## config.mk

```make
export PLATFORM = sky130hd
export DESIGN_NAME = adsr_engine
export DESIGN_NICKNAME = d
export VERILOG_FILES = /design/src/rtl/adsr_engine.sv
export SDC_FILE = /design/constraint.sdc
export NUM_CORES = 1
export LEC_CHECK = 0
export ABC_CLOCK_PERIOD_IN_PS = 10000
export BUFFER_PORTS_ARGS = -buffer_cell sky130_fd_sc_hd__buf_4
export CAP_MARGIN = 20
export CORE_UTILIZATION = 60
export DETAILED_ROUTE_END_ITERATION = 6
export PLACE_DENSITY_LB_ADDON = 0.15
export SETUP_SLACK_MARGIN = 0.3
export SLEW_MARGIN = 20
export SYNTH_ARGS = -nofsm -noshare
export SYNTH_HDL_FRONTEND = slang
export SYNTH_SLANG_ARGS = --single-unit
```

## constraint.sdc

```tcl
create_clock -name clk -period 10 [get_ports clk]
set_input_delay 2 -clock clk [delete_from_list [all_inputs] [get_ports clk]]
set_output_delay 2 -clock clk [all_outputs]
set_load 0.05 [all_outputs]
```

## src/rtl/adsr_engine.sv

```systemverilog
// adsr_engine: time-multiplexed multi-voice ADSR envelope generator.
// Each i_tick sweeps all voices, one per clock, and emits a registered
// (voice, volume, state) sample per voice for the downstream mixer.
//
// Ports:
//   clk, rst          clock, synchronous active-high reset
//   i_tick            one-cycle strobe that starts a sweep (ignored while busy)
//   i_note_on/off     note events for voice i_voice (note-on wins if both)
//   i_velocity        velocity latched with note-on
//   sustain_value     global sustain level
//   attack/decay/release_rate  per-tick volume step sizes
//   o_valid, o_voice  output sample strobe and its voice index
//   o_volume, o_state updated envelope volume and state (written back)
//   o_busy            sweep in progress
module adsr_engine #(
    parameter int NUM_VOICES = 8,
    parameter int VOL_W      = 18,
    parameter int RATE_W     = 7,
    localparam int VIDX_W    = $clog2(NUM_VOICES)
) (
    input  logic              clk,
    input  logic              rst,
    input  logic              i_tick,
    input  logic              i_note_on,
    input  logic              i_note_off,
    input  logic [VIDX_W-1:0] i_voice,
    input  logic [6:0]        i_velocity,
    input  logic [6:0]        sustain_value,
    input  logic [RATE_W-1:0] attack_rate,
    input  logic [RATE_W-1:0] decay_rate,
    input  logic [RATE_W-1:0] release_rate,
    output logic              o_valid,
    output logic [VIDX_W-1:0] o_voice,
    output logic [VOL_W-1:0]  o_volume,
    output logic [2:0]        o_state,
    output logic              o_busy
);

    localparam logic [2:0] S_BLANK   = 3'd0;
    localparam logic [2:0] S_ATTACK  = 3'd1;
    localparam logic [2:0] S_DECAY   = 3'd2;
    localparam logic [2:0] S_SUSTAIN = 3'd3;
    localparam logic [2:0] S_RELEASE = 3'd4;

    localparam int LVL_SH = VOL_W - 8;
    localparam logic [VIDX_W:0] CNT_END = (VIDX_W + 1)'(NUM_VOICES);
    localparam logic [VIDX_W:0] CNT_ONE = (VIDX_W + 1)'(1);

    logic [2:0]            state_q [NUM_VOICES];
    logic [VOL_W-1:0]      vol_q   [NUM_VOICES];
    logic [6:0]            vel_q   [NUM_VOICES];
    logic [NUM_VOICES-1:0] pon_q, pon_d;
    logic [NUM_VOICES-1:0] poff_q, poff_d;

    logic                  busy_q;
    logic [VIDX_W:0]       cnt_q;

    logic                  valid_q;
    logic [VIDX_W-1:0]     voice_q;
    logic [VOL_W-1:0]      ovol_q;
    logic [2:0]            ost_q;

    logic                  srv_start, srv_run, srv_en;
    logic [VIDX_W-1:0]     srv_idx;
    logic [2:0]            cur_st, nst;
    logic [VOL_W-1:0]      cur_vol, nvol;
    logic [VOL_W-1:0]      vel_lvl, sus_lvl;
    logic [VOL_W-1:0]      ar, dr, rr;
    logic [VOL_W:0]        sum_a, dec_thr;
    logic                  clr_on, clr_off;

    // Voice 0 is serviced on the edge that accepts the tick; the counter
    // then walks the remaining voices while busy.
    assign srv_start = i_tick && !busy_q;
    assign srv_run   = busy_q && (cnt_q != CNT_END);
    assign srv_en    = srv_start || srv_run;
    assign srv_idx   = srv_start ? '0 : cnt_q[VIDX_W-1:0];

    assign cur_st  = state_q[srv_idx];
    assign cur_vol = vol_q[srv_idx];
    assign vel_lvl = {1'b0, vel_q[srv_idx], {LVL_SH{1'b0}}};
    assign sus_lvl = {1'b0, sustain_value, {LVL_SH{1'b0}}};
    assign ar      = VOL_W'(attack_rate);
    assign dr      = VOL_W'(decay_rate);
    assign rr      = VOL_W'(release_rate);

    // One extra bit so neither sum can wrap.
    assign sum_a   = {1'b0, cur_vol} + {1'b0, ar};
    assign dec_thr = {1'b0, sus_lvl} + {1'b0, dr};

    always_comb begin
        nst     = cur_st;
        nvol    = cur_vol;
        clr_on  = 1'b0;
        clr_off = 1'b0;
        if (pon_q[srv_idx]) begin
            // Retrigger keeps the current volume to avoid a click.
            nst    = S_ATTACK;
            clr_on = 1'b1;
        end else if (poff_q[srv_idx]) begin
            clr_off = 1'b1;
            if (cur_st == S_ATTACK || cur_st == S_DECAY ||
                cur_st == S_SUSTAIN) begin
                nst = S_RELEASE;
            end
        end else begin
            case (cur_st)
                S_ATTACK: begin
                    if (ar != '0) begin
                        if (sum_a >= {1'b0, vel_lvl}) begin
                            nvol = vel_lvl;
                            nst  = S_DECAY;
                        end else begin
                            nvol = sum_a[VOL_W-1:0];
                        end
                    end
                end
                S_DECAY: begin
                    if ({1'b0, cur_vol} <= dec_thr) begin
                        nvol = sus_lvl;
                        nst  = S_SUSTAIN;
                    end else begin
                        nvol = cur_vol - dr;
                    end
                end
                S_SUSTAIN: nvol = sus_lvl;
                S_RELEASE: begin
                    if (rr != '0) begin
                        if (cur_vol <= rr) begin
                            nvol = '0;
                            nst  = S_BLANK;
                        end else begin
                            nvol = cur_vol - rr;
                        end
                    end
                end
                default: begin
                    nvol = '0;
                    nst  = S_BLANK;
                end
            endcase
        end
    end

    // Consume-clear is applied first so a same-cycle event wins.
    always_comb begin
        pon_d  = pon_q;
        poff_d = poff_q;
        if (srv_en && clr_on)  pon_d[srv_idx]  = 1'b0;
        if (srv_en && clr_off) poff_d[srv_idx] = 1'b0;
        if (i_note_on) begin
            pon_d[i_voice]  = 1'b1;
            poff_d[i_voice] = 1'b0;
        end else if (i_note_off) begin
            poff_d[i_voice] = 1'b1;
            pon_d[i_voice]  = 1'b0;
        end
    end

    always_ff @(posedge clk) begin
        if (rst) begin
            for (int v = 0; v < NUM_VOICES; v++) begin
                state_q[v] <= S_BLANK;
                vol_q[v]   <= '0;
                vel_q[v]   <= '0;
            end
            pon_q   <= '0;
            poff_q  <= '0;
            busy_q  <= 1'b0;
            cnt_q   <= '0;
            valid_q <= 1'b0;
            voice_q <= '0;
            ovol_q  <= '0;
            ost_q   <= S_BLANK;
        end else begin
            if (srv_en) begin
                state_q[srv_idx] <= nst;
                vol_q[srv_idx]   <= nvol;
                voice_q          <= srv_idx;
                ovol_q           <= nvol;
                ost_q            <= nst;
            end
            if (i_note_on) vel_q[i_voice] <= i_velocity;
            pon_q   <= pon_d;
            poff_q  <= poff_d;
            valid_q <= srv_en;
            if (srv_start) begin
                busy_q <= 1'b1;
                cnt_q  <= CNT_ONE;
            end else if (srv_run) begin
                cnt_q <= cnt_q + CNT_ONE;
            end else begin
                busy_q <= 1'b0;
                cnt_q  <= '0;
            end
        end
    end

    assign o_valid  = valid_q;
    assign o_voice  = voice_q;
    assign o_volume = ovol_q;
    assign o_state  = ost_q;
    assign o_busy   = busy_q;

endmodule
```

==> run_results.csv <==
group,metric,value,unit
run_status,status,"completed",
clocking,cts_setup_buffers,0,
worst_setup_path,cp-start-kind,"input pin",
logic_synthesis,ys_seq_area_share,52.3,%
clocking,htreeDepth,1,
die,die-area,0.0250,mm²
routing,drt_pre_antenna_iters,6,
worst_setup_path,cpPeakStageDelay,0.68,ns
worst_setup_path,crit_required,10.25,ns
grt,grtUsageTotal,39.8,%
logic_synthesis,netlist_area,0.0146,mm²
logic_synthesis,synthFlopType,"edfxtp_1",
sta,setup-tns-final,0,ns
logic_synthesis,synth_cell_types,93,
logic_synthesis,synth_xor_area_share,1.14,%
clocking,ctsHoldBuffers,0,
layout,syn2layout_area_growth,12.2,%
run,cap_violations,0,
logic_synthesis,syn_inst,1450,
min_path,hp-class,"reg2reg",
power_and_ir_drop,vdd_ir_drop_max,0.000151,V
logic_synthesis,synth_fa_ha_area_share,3.58,%
clocking,cts_tree,"built",
placed_design,dp_hpwl,33.2,mm
worst_setup_path,critical_path_class,"in2reg",
routing,totalWireLength,49.1,mm
power_and_ir_drop,powerDensity,189,mW/mm²
worst_setup_path,slowest_stage,"or4_1",
layout,antennaDiodeCount,0,
die,ios,69,
logic_synthesis,synth_nets,1533,
die,die_x,158,µm
routing,post_drt_wl_per_cell,26.5,µm
clocking,clock-root-buffer,"clkbuf_16",
logic_synthesis,synth_simple_gate_area_share,20.8,%
die,std_cell_rows,56,
grt,grt_max_degree,56,
logic_synthesis,syn_area_per_cell,10.1,µm²
sta,post-route-period-util,87.9,%
die,start_util,61.7,%
die,core_area,0.0237,mm²
routing,first_iter_violations,1665,
clocking,clock_sinks,270,
sta,fmax,114,MHz
clocking,cts_inserted_buffers,28,
logic_synthesis,synthMuxAreaShare,2.51,%
logic_synthesis,async_flop_share,0,%
routing,dr_total_vias,12655,
grt,grt_pass1_wl,72.2,mm
logic_synthesis,synth_top_family_by_area,"simple AND/OR/NAND/NOR gates",
logic_synthesis,synth_compound_area_share,15.6,%
worst_setup_path,worstSetupEndpointType,"flip-flop",
clocking,cts_resized,0,
logic_synthesis,synth-seq-cells,270,
grt,grt_pass1_vias,11876,
sta,hold_violations,0,
clocking,clk_pin_slew,0.06,ns
sta,grt_setup_unrepaired,"false",
power_and_ir_drop,leakagePower,0.00627,µW
placed_design,placed_area,0.0155,mm²
worst_setup_path,crit_fanout,41,
logic_synthesis,ys_warn_count,0,
layout,fin_area,0.0164,mm²
sta,relSlewSlack,22.2,%
layout,fin_nets,1593,
sta,period_minus_slack,8.79,ns
grt,antenna_found_initial,0,
placed_design,place.gp.congestion,0.951,
worst_setup_path,arrival,9.04,ns
sta,worst_pin_slew,1.16,ns
sta,finClkSkew,0.0192,ns
routing,drtAntennaViolNets,0,
sta,setup_violations,0,
clocking,clk_latency,0.55,ns
power_and_ir_drop,power,3110,µW
grt,overflow,0,
sta,slew_viol_final,0,
layout,drive_above_1_share,14.5,%
placed_design,io_buffers,68,
routing,drc,0,
logic_synthesis,synth_edf_count,224,
routing,via_per_inst,6.84,
clocking,clk_path_buf_depth,3,
die,die_y,158,µm
==> sequential cells by signal (all words and copies together) (netlist names) <==
signal,count
o_volume,18
state_q,24
o_valid,1
poff_q,8
cnt_q,4
o_busy,1
vel_q,56
o_voice,3
o_state,3
vol_q,144
pon_q,8
==> metrics by stage <==
stage	instances	hold slack, ns	setup WS [ns]	util, %
final	1851	0.454	1.21	69.2
after floorplan	1450	0.436	1.65	-
after detailed placement	1799	0.449	0.742	65.4
after global routing	1851	0.487	0.762	69.2
after CTS	1851	0.457	1.29	69.2
after global placement	1799	0.446	0.855	65.4
==> cells in the final DEF, fill, tap and decap left out, types with 9 or more instances in the layout <==
| cell type | Yosys | routed |
|---|---|---|
| mux2i_1 | 22 | 22 |
| o21ai_0 | 40 | 39 |
| xnor2_1 | 11 | 11 |
| buf_4 | 11 | 119 |
| mux2_2 | 11 | 11 |
| a22oi_1 | 10 | 10 |
| and3_1 | 58 | 58 |
| nor3b_1 | 9 | 9 |
| nor2b_1 | 16 | 16 |
| nand2b_1 | 12 | 12 |
| or3_1 | 11 | 11 |
| nand3_1 | 38 | 38 |
| clkbuf_16 | 0 | 29 |
| or4_1 | 9 | 9 |
| nand2_1 | 132 | 130 |
| nor2_1 | 258 | 257 |
| inv_1 | 41 | 41 |
| o22ai_1 | 41 | 41 |
| nand4_1 | 14 | 14 |
| a21oi_1 | 64 | 64 |
| ha_1 | 37 | 37 |
| nor3_1 | 34 | 33 |
| dfxtp_1 | 46 | 45 |
| and2_1 | 10 | 10 |
| edfxtp_1 | 224 | 224 |
| a211oi_1 | 25 | 25 |
==> metal layers <==
metal  track usage [%]  part of all wire (%)  up-vias
met2              63.1                    46      913
met3              7.53                    12      179
met4              17.6                   4.8        0
met5                 0                     0        -
met1              53.3                    37     6055
li1                  -                     -     5508
==> critical path: cells and delay by family <==
family                   cells  cell delay [ns]
buffers and inverters        3             0.51
AND/OR/NAND/NOR             13             4.13
adder cells (fa/ha/maj)      2             0.55
XOR/XNOR                     1             0.12
AO/OA/AOI/OAI                7             1.72
==> cell type report <==
type | count | area (µm²)
tap | 319 | 399
timing repair buffer | 119 | 893
inverter | 44 | 165
fill | 1841 | 7290
sequential | 270 | 7650
clock buffer | 38 | 769
clock inverter | 14 | 121
multi-input combinational | 1047 | 6400
==> path summary, 6_finish.rpt <==
path                                    from           end  slack [ns]  cells past startpoint
worst min-delay path            o_volume[16]  o_volume[16]        0.45                      2
worst max-delay path                  i_tick   vol_q[5][8]        1.21                     26
worst min register to register  o_volume[16]  o_volume[16]        0.45                      2
worst max register to register      cnt_q[2]   vol_q[5][8]        1.62                     25
==> logic make-up (layout without fill, tap and decap cells) <==
group,Yosys count,after routing
xor gates and xnor gates,19,19
and+or+nand+nor,640,640
adders and majority gates,40,40
AOI/OAI and AO/OA,314,314
buffers and inverters,133,215
muxes,34,34
DFF,270,270
==> synth_stat cells (5+ instances only) <==
cell type    n  share of area, %
a22o_1       7              0.42
nand4_1     14              0.60
xnor2_1     11              0.66
nand2_1    132               3.4
edfxtp_1   224                46
nor2b_1     16              0.69
inv_1       41               1.1
xor2_1       8              0.48
or2_2        6              0.26
ha_1        37               3.2
a31oi_1      7              0.30
a21oi_2      5              0.30
o22ai_1     41               1.8
o21ai_1      6              0.21
o211ai_1     5              0.26
nand2b_1    12              0.51
dfxtp_1     46               6.3
clkbuf_1    58               1.5
a22oi_1     10              0.51
a211oi_1    25               1.3
o21a_1       7              0.36
o221ai_1     8              0.48
nand3_1     38               1.3
a21o_1       5              0.26
buf_2       14              0.48
nor4_1       9              0.39
and2_1      10              0.43
a221o_1      7              0.48
or4_1        9              0.46
nor2_1     258               6.6
nor3_1      34               1.2
a2111oi_0    6              0.36
o21ai_0     40               1.4
nor3b_1      9              0.46
mux2i_1     22               1.5
mux2_2      11              0.85
a221oi_1     5              0.30
a21oi_1     64               2.2
or3_1       11              0.47
buf_4       11              0.57
o22a_1       5              0.30
and3_1      58               2.5
==> power by group <==
part / switching (µW) / internal, µW
logic: 533 / 239
clock network: 438 / 590
registers: 26.7 / 1280
total: 998 / 2110
No activity file was read; power rests on OpenSTA's default activity.
